### src/rtl/jesd207_tx_framer_pkg.sv
// rtl/jesd207_tx_framer_pkg.sv - shared types and helpers for the JESD207 TX framer
//
// Purpose: framer state encoding, antenna-mode constants and frame-geometry
//          helpers shared by the framer and anything that models it.
// Ports:   none (package).
package jesd207_tx_framer_pkg;

    typedef enum logic [2:0] {
        ST_IDLE  = 3'd0,
        ST_PRIME = 3'd1,
        ST_RUN   = 3'd2,
        ST_PAD   = 3'd3,
        ST_DRAIN = 3'd4
    } state_t;

    localparam logic MODE_1R1T = 1'b0;
    localparam logic MODE_2R2T = 1'b1;

    // Phase index of the final slot of a frame (L-1).
    function automatic logic [1:0] frame_last(input logic mode);
        return (mode == MODE_2R2T) ? 2'd3 : 2'd1;
    endfunction

    // TX_FRAME is high for the first half of the frame: I in 1R1T, I1/Q1 in 2R2T.
    function automatic logic frame_flag(input logic [1:0] phase, input logic mode);
        return (mode == MODE_2R2T) ? (phase < 2'd2) : (phase == 2'd0);
    endfunction

endpackage

### src/rtl/jesd207_tx_framer.sv
// rtl/jesd207_tx_framer.sv - JESD207 transmit framer fed from a sample FIFO
//
// Purpose: pops I/Q samples from a FIFO and emits them on the JESD207 TX bus
//          with TX_FRAME marking, padding starved frames with zeros so a frame
//          is never truncated.
// Ports:
//   clk, rst          - clock, synchronous active-high reset
//   en                - start/continue transmission; dropping it drains the frame
//   mode              - 0: 1R1T (I,Q), 1: 2R2T (I1,Q1,I2,Q2); sampled when leaving IDLE
//   rempty, rdata     - FIFO read side; rdata valid the cycle after rinc
//   rinc              - FIFO pop request
//   tx_d, tx_frame    - JESD207 transmit data and TX_FRAME, two cycles after slot issue
//   busy              - active, including the output pipeline tail
//   underrun          - one-cycle pulse (cycle after the slot) per starved slot
//   underrun_cnt      - saturating count of starved slots
module jesd207_tx_framer
    import jesd207_tx_framer_pkg::*;
#(
    parameter int DATA_WID = 12,
    parameter int UCNT_WID = 16
) (
    input  logic                clk,
    input  logic                rst,
    input  logic                en,
    input  logic                mode,
    input  logic                rempty,
    input  logic [DATA_WID-1:0] rdata,
    output logic                rinc,
    output logic [DATA_WID-1:0] tx_d,
    output logic                tx_frame,
    output logic                busy,
    output logic                underrun,
    output logic [UCNT_WID-1:0] underrun_cnt
);

    state_t      state;
    state_t      state_nxt;
    logic [1:0]  phase;        // phase of the next slot issued in RUN/PAD/DRAIN
    logic [1:0]  slot_phase;   // phase of the slot issued this cycle
    logic        slot_last;
    logic        mode_q;
    logic        issue;
    logic        rd;
    logic        starve;
    logic        pad_slot;

    // Stage 1: slot issued last cycle; its sample is on rdata now.
    logic        s1_valid;
    logic [1:0]  s1_phase;
    logic        s1_zero;
    logic        s1_mode;
    // Stage 2: slot currently on tx_d/tx_frame.
    logic        s2_valid;

    // PRIME always issues the first slot of a frame.
    always_comb begin
        slot_phase = (state == ST_PRIME) ? 2'd0 : phase;
        slot_last  = (slot_phase == frame_last(mode_q));
    end

    always_ff @(posedge clk) begin
        if (rst) begin
            state <= ST_IDLE;
        end else begin
            state <= state_nxt;
        end
    end

    always_comb begin
        state_nxt = state;
        case (state)
            ST_IDLE: begin
                if (en) state_nxt = ST_PRIME;
            end
            ST_PRIME: begin
                if (!en)          state_nxt = ST_IDLE;
                else if (!rempty) state_nxt = ST_RUN;
            end
            ST_RUN: begin
                // Starvation wins over en: the frame is completed with pad
                // slots and PRIME then sees en low and returns to IDLE.
                if (rempty)   state_nxt = slot_last ? ST_PRIME : ST_PAD;
                else if (!en) state_nxt = slot_last ? ST_IDLE : ST_DRAIN;
            end
            ST_PAD: begin
                if (slot_last) state_nxt = ST_PRIME;
            end
            ST_DRAIN: begin
                if (slot_last) state_nxt = ST_IDLE;
            end
            default: state_nxt = ST_IDLE;
        endcase
    end

    always_comb begin
        issue    = 1'b0;
        rd       = 1'b0;
        starve   = 1'b0;
        pad_slot = 1'b0;
        case (state)
            ST_PRIME: begin
                if (en && !rempty) begin
                    issue = 1'b1;
                    rd    = 1'b1;
                end
            end
            ST_RUN, ST_DRAIN: begin
                issue  = 1'b1;
                rd     = !rempty;
                starve = rempty;
            end
            ST_PAD: begin
                issue    = 1'b1;
                pad_slot = 1'b1;
            end
            default: ;
        endcase
    end

    // Never pop the FIFO on a reset cycle: the data would be lost.
    assign rinc = rd & ~rst;
    assign busy = (state != ST_IDLE) | s1_valid | s2_valid;

    always_ff @(posedge clk) begin
        if (rst) begin
            phase        <= 2'd0;
            mode_q       <= MODE_1R1T;
            s1_valid     <= 1'b0;
            s1_phase     <= 2'd0;
            s1_zero      <= 1'b0;
            s1_mode      <= MODE_1R1T;
            s2_valid     <= 1'b0;
            tx_d         <= '0;
            tx_frame     <= 1'b0;
            underrun     <= 1'b0;
            underrun_cnt <= '0;
        end else begin
            if (state == ST_IDLE) begin
                phase <= 2'd0;
                if (en) mode_q <= mode;
            end else if (issue) begin
                phase <= slot_last ? 2'd0 : slot_phase + 2'd1;
            end

            s1_valid <= issue;
            s1_phase <= slot_phase;
            s1_zero  <= starve | pad_slot;
            // Captured per slot so a new mode latched during the tail
            // cannot re-mark slots still in flight.
            s1_mode  <= mode_q;

            s2_valid <= s1_valid;
            tx_d     <= (s1_valid && !s1_zero) ? rdata : '0;
            tx_frame <= s1_valid && frame_flag(s1_phase, s1_mode);

            underrun <= starve;
            if (starve && (underrun_cnt != '1)) begin
                underrun_cnt <= underrun_cnt + UCNT_WID'(1);
            end
        end
    end

endmodule

### config.mk
export PLATFORM = sky130hd
export DESIGN_NAME = jesd207_tx_framer
export DESIGN_NICKNAME = d
export VERILOG_FILES = /design/src/rtl/jesd207_tx_framer_pkg.sv /design/src/rtl/jesd207_tx_framer.sv
export SDC_FILE = /design/constraint.sdc
export NUM_CORES = 1
export LEC_CHECK = 0
export ABC_CLOCK_PERIOD_IN_PS = 2600
export CORE_UTILIZATION = 30
export CTS_CLUSTER_SIZE = 12
export DETAILED_ROUTE_END_ITERATION = 7
export PLACE_DENSITY = 0.52
export SLEW_MARGIN = 25
export SYNTH_ARGS = -nofsm -noshare
export SYNTH_HDL_FRONTEND = slang
export SYNTH_SLANG_ARGS = --single-unit
### constraint.sdc
create_clock -name clk -period 2.6 [get_ports clk]
set_clock_uncertainty 0.05 [all_clocks]
set_input_delay 0.26 -clock clk [delete_from_list [all_inputs] [get_ports clk]]
set_output_delay 0.26 -clock clk [all_outputs]
set_load 0.01 [all_outputs]
; ---- After elaboration in Yosys (flattened, before gate mapping)
; Cells that the tools add are included.
[op_classes]
n_addsub = 2
mul = 0
n_div = 0
magnitude_cmp = 1
n_eq_ne = 11
n_shift = 0
n_mux = 19
bitwise_logic = 6
n_reduce_logical = 15
[ops]
columns = operator, n
row1 = two-way mux 3 bit, 8
row2 = adder 16 x 1 -> 16 bit (second input constant), 1
row3 = inequality test 16 bit (second input constant), 1
row4 = one-hot mux 3 bit (5 select lines), 1
row5 = two-way mux 2 bit, 4
row6 = equality test 3 x 2 -> 1 bit (second input constant), 2
row7 = inequality test 2 bit (second input constant), 3
row8 = inequality test 3 bit (second input constant), 2
row9 = OR reduction 2 bit, 3
row10 = AND reduction 5 bit, 1
row11 = logical AND 1 bit, 4
row12 = two-way mux 1 bit, 4
row13 = one-hot mux 1 bit (2 select lines), 2
row14 = equality test 3 x 1 -> 1 bit (second input constant), 1
row15 = equality test 3 bit (second input constant), 1
row16 = zero test 3 bit, 1
row17 = bitwise OR 1 bit, 3
row18 = nonzero test 3 bit, 1
row19 = OR reduction 3 bit, 1
row20 = adder 2 x 1 -> 2 bit (second input constant), 1
row21 = equality test 2 bit, 1
row22 = zero test 1 bit, 2
row23 = zero test 2 bit, 1
row24 = less-than comparator 2 bit (second input constant), 1
row25 = other kinds (3), 4
[word_totals]
register_bits = 42
latch_bits = 0
ramBits = 0
romBits = 0
in_bits = 17
elab_cells = 66
n_memories = 0

; ---- Depth between registers and ports, before layout
[logic_depth]
ltp_word = 7
depth_mapped = 6
depth_no_buf = 5

; ---- Worst setup path before layout
; No wires, ideal clock.
[synth_timing]
path_type = reg-to-reg
start = register underrun_cnt[2]
end = register underrun_cnt[15]
arrival_ps = 1757
required_ps = 2429
setup_slack_ps = 673
stages_incl_launch_ff = 6
n_path_buf = 1
synth_period_minus_slack_ps = 1927
cell_sequence = dfxtp_1 -> nand4_1 -> or3_1 -> clkbuf_1 -> nor4b_1 -> mux2_2
[synth_via]
elab_chain_cells = 2
elab_cells_between_ends = 3
[synth_lines]
columns = item, line
row1 = start: declaration, jesd207_tx_framer.sv:33  ; output logic [UCNT_WID-1:0] underrun_cnt
row2 = start signal: assignment, jesd207_tx_framer.sv:158  ; underrun_cnt <= underrun_cnt + UCNT_WID'(1);
row3 = "parallel branches: the longest is 2 deep, another holds adder 16 x 1 -> 16 bit", --
; Parallel ways; which one is timed is not known.
; A chain may end at the register's enable or synchronous reset.

; ---- Final worst setup path
[layout_timing]
start = register state[1]
end = output rinc
[layout_via]
elab_chain_cells = 4
elab_cells_between_ends = 6
[layout_lines]
columns = item, line
row1 = start: declaration, jesd207_tx_framer.sv:36  ; state_t state;
row2 = start signal: assignment, jesd207_tx_framer.sv:65  ; state <= state_nxt;
row3 = equality test 3 x 2 -> 1 bit / equality test 3 bit (equally long branches), jesd207_tx_framer.sv:100  ; case (state)
row4 = OR reduction 2 bit, --
row5 = one-hot mux 1 bit (2 select lines) *, jesd207_tx_framer.sv:100
row6 = bitwise AND 1 bit *, jesd207_tx_framer.sv:121  ; assign rinc = rd & ~rst;
row7 = end: declaration, jesd207_tx_framer.sv:28  ; output logic rinc,
; Every way passes the cells marked *; elsewhere a longest branch is shown, timed or not.

==> summary.md <==
| Metric | Value |
|---|---|
| Outcome | `finished, final reports clean` |
| Initial core utilization | `a little under a third` |
| Setup-failing EPs final | `0` |
| Drt pass-1 iters | `4` |
| Initial antenna violation count | `0` |
| Fin crit period | `2.32 ns` |
| Clock Path Buffers | `2` |
| Via count | `1708` |
| Grt ovf | `0` |
| CTS tree | `built` |
| Cts repair resizes | `0` |
| CTS Hold Bufs | `0` |
| Die Area | `6590 um2` |
| DP Wirelength | `3.25 mm` |
| Main synth FF type | `dfxtp_1` |
| IO Count | `49` |
| Core area | `approximately 6000 um2` |
| Startpoint types | `flop` |
| Post-CTS setup buffer count | `0` |
| Storage element area | `841 um2` |
| Detailed Route Iter0 Violations | `73` |
| Register bit total from synthesis | `42` |
| Syn Nets | `around 230` |
| End of the worst register-to-register path | `underrun_cnt[15]` |
| CTS buffer count | `5` |
| FFs w/ async S/R, synth | `0%` |
| H-Tree Depth | `2` |
| Synth-to-layout area growth | `36.6%` |
| Clk Latency, worst-skew pair | `0.29 ns` |
| Largest net degree at the start of global routing | `16` |
| Avg Cell Area, Syn | `8.71 um2` |
| Nets | `roughly 290` |
| Max VDD drop | `272 uV` |
| Routed wire length | `between 4 and 5 mm` |
| Yosys cell types | `43` |
| Worst Hold Path EP | `tx_frame` |
| Clock Sinks | `42` |
| Worst hold path class | `reg -> reg` |
| Diodes inserted | `0` |
| CP max FO | `8` |
| DRC violations left | `0` |
| Die Y | `between 80 and 90 um` |
| DP Worst Slack | `0.356 ns` |
| Setup TNS Final | `0 ns` |
| R2r worst-path depth | `4` |
| Synth Instances | `roughly 220` |
| EDFF count, synth | `0` |
| Routed Antenna Nets | `0` |
| GRT Util Overall | `about 14%` |
| Global-route wire length before repair | `7.12 mm` |
| Crit path kind | `reg -> out` |
| R2r startpoint | `underrun_cnt[2]` |
| FP Rows | `28` |
| Crit end category | `output pin` |
| Max cap viols | `0` |
| Worst-Margin Slew | `0.578 ns` |
| Register area share after synthesis | `44.7%` |
| Leak | `0.856 nW` |
| Final worst slack | `0.277 ns` |
| Worst EP arrival | `2.01 ns` |
| Clock root buffer | `clkbuf_8` |
| Vias per cell | `4.94` |
| PortBufs | `between 40 and 50` |
| Layout cells sized above 1 | `8.49%` |
| Worst EP required | `between 2 and 2.5 ns` |
| Cell area after synthesis | `1880 um2` |
| Fin crit share | `89.3%` |
| Clock transition at path regs | `0.08 ns` |
| Pins Over Slew Limit | `0` |
| Reg2Reg Setup Slack | `between 0.5 and 0.6 ns` |
| Vias in the first global route | `1515` |
| Pwr/cell area | `approximately 460 nW/um2` |
| Slew HR | `61.2%` |
| Final hold vios | `0` |
| DIE WIDTH | `just over 80 um` |
| Fmax | `0.431 GHz` |
| DR WL/cell | `12.7 um` |
| Min-delay src | `s1_phase[1]` |
| RD Place Congestion | `0.761` |
| Footprint of the multi-input gates | `967 um2` |
| Hold path depth | `1` |
| Unrepaired setup endpoints after global routing | `false` |
| Fillers | `~600` |
| Synth Warn # | `0` |
[routing by layer]
layer  up-vias  share of wire [%]  track usage (%)  wire length, um
met5         -                  0                0                0
met4         0                1.0             4.82               44
met3         5                2.9             3.37              129
met2        24                 47             22.5             2080
met1       790                 49             18.3             2130
li1        889                  -                -                -
[worst max path at each step]
stage	from	to	cells past startpoint
after floorplan	underrun_cnt[2]	underrun_cnt[15]	5
after global placement	rempty	underrun_cnt[15]	5
after detailed placement	rempty	underrun_cnt[15]	5
after CTS	state[1]	rinc	6
after global routing	state[1]	rinc	6
final	state[1]	rinc	6
[worst max-delay path, cell delays in order (launching register included)]
cell	delay (ns)
dfxtp_1	0.50
buf_4	0.21
clkinv_1	0.08
nor3_1	0.18
a21oi_1	0.06
nor3_1	0.13
clkdlybuf4s50_1	0.56
[registers in the layout, indices dropped and copies added, names as in the netlist]
name,count
mode_q,1
phase,2
s1_mode,1
s1_phase,2
s1_valid,1
s1_zero,1
s2_valid,1
state,3
tx_d,12
tx_frame,1
underrun,1
underrun_cnt,16
[power breakdown]
| part | switching, mW | total (mW) | internal (mW) |
|---|---|---|---|
| clock network | 0.220 | 0.410 | 0.190 |
| logic | 0.0529 | 0.115 | 0.0622 |
| registers | 0.00966 | 0.664 | 0.654 |
| total | 0.283 | 1.19 | 0.906 |
[layout make-up]
class	count	share of cell area [%]
multi-input combinational	156	37.6
sequential	42	32.7
timing repair buffer	58	21.6
tap	75	3.65
clock buffer	6	2.82
inverter	7	1.02
clock inverter	2	0.536
[placed cells by master (no fill, tap or decap), types with 5 or more instances in the layout]
master / netlist / routed
a21oi_1: 18 / 18
and2_1: 12 / 12
buf_4: 1 / 10
clkbuf_8: 0 / 5
clkdlybuf4s50_1: 0 / 48
dfxtp_1: 42 / 42
inv_1: 6 / 6
nand2_1: 14 / 14
nand2b_1: 7 / 7
nand3_1: 5 / 5
nand4_1: 6 / 6
nor2_1: 11 / 11
nor2b_1: 6 / 6
nor3_1: 8 / 8
o21ai_0: 13 / 13
o31ai_1: 8 / 8
or4_1: 9 / 9
[per-stage QoR]
stage / power [mW] / hold slack (ns) / instances / utilization [%] / cell area (um2)
global placement: 0.795 / 0.347 / 338 / 41.5 / 2480
floorplan: 0.735 / 0.326 / 216 / - / 1880
detailed placement: 0.794 / 0.342 / 338 / 41.5 / 2480
finish: 1.19 / 0.357 / 346 / 42.9 / 2570
CTS: 1.21 / 0.358 / 346 / 42.9 / 2570
global route: 1.25 / 0.379 / 346 / 42.9 / 2570
[logic make-up (layout without fill, tap and decap cells)]
kind of cell | after synthesis | after routing | share of synthesized area, %
multiplexers | 5 | 5 | 2.86
AND/OR/NAND/NOR | 97 | 97 | 30.4
adder cells (fa/ha/maj) | 1 | 1 | 0.665
AO/OA/AOI/OAI | 49 | 49 | 15.6
buffers and inverters | 18 | 73 | 3.92
XOR/XNOR | 4 | 4 | 1.86
flip-flops | 42 | 42 | 44.7
[cell usage after synthesis, types with 5 or more instances]
cell      number  area share, %
clkbuf_1       6            1.2
or4_1          9            3.6
nor3_1         8            2.1
nand2_1       14            2.8
nor2b_1        6            2.0
and2_1        12            4.0
a21oi_1       18            4.8
o31ai_1        8            3.2
nand2b_1       7            2.3
inv_1          6            1.2
dfxtp_1       42             45
nor2_1        11            2.2
nand4_1        6            2.0
nand3_1        5            1.3
o21ai_0       13            3.5
No activity file was read; power rests on OpenSTA's default activity.
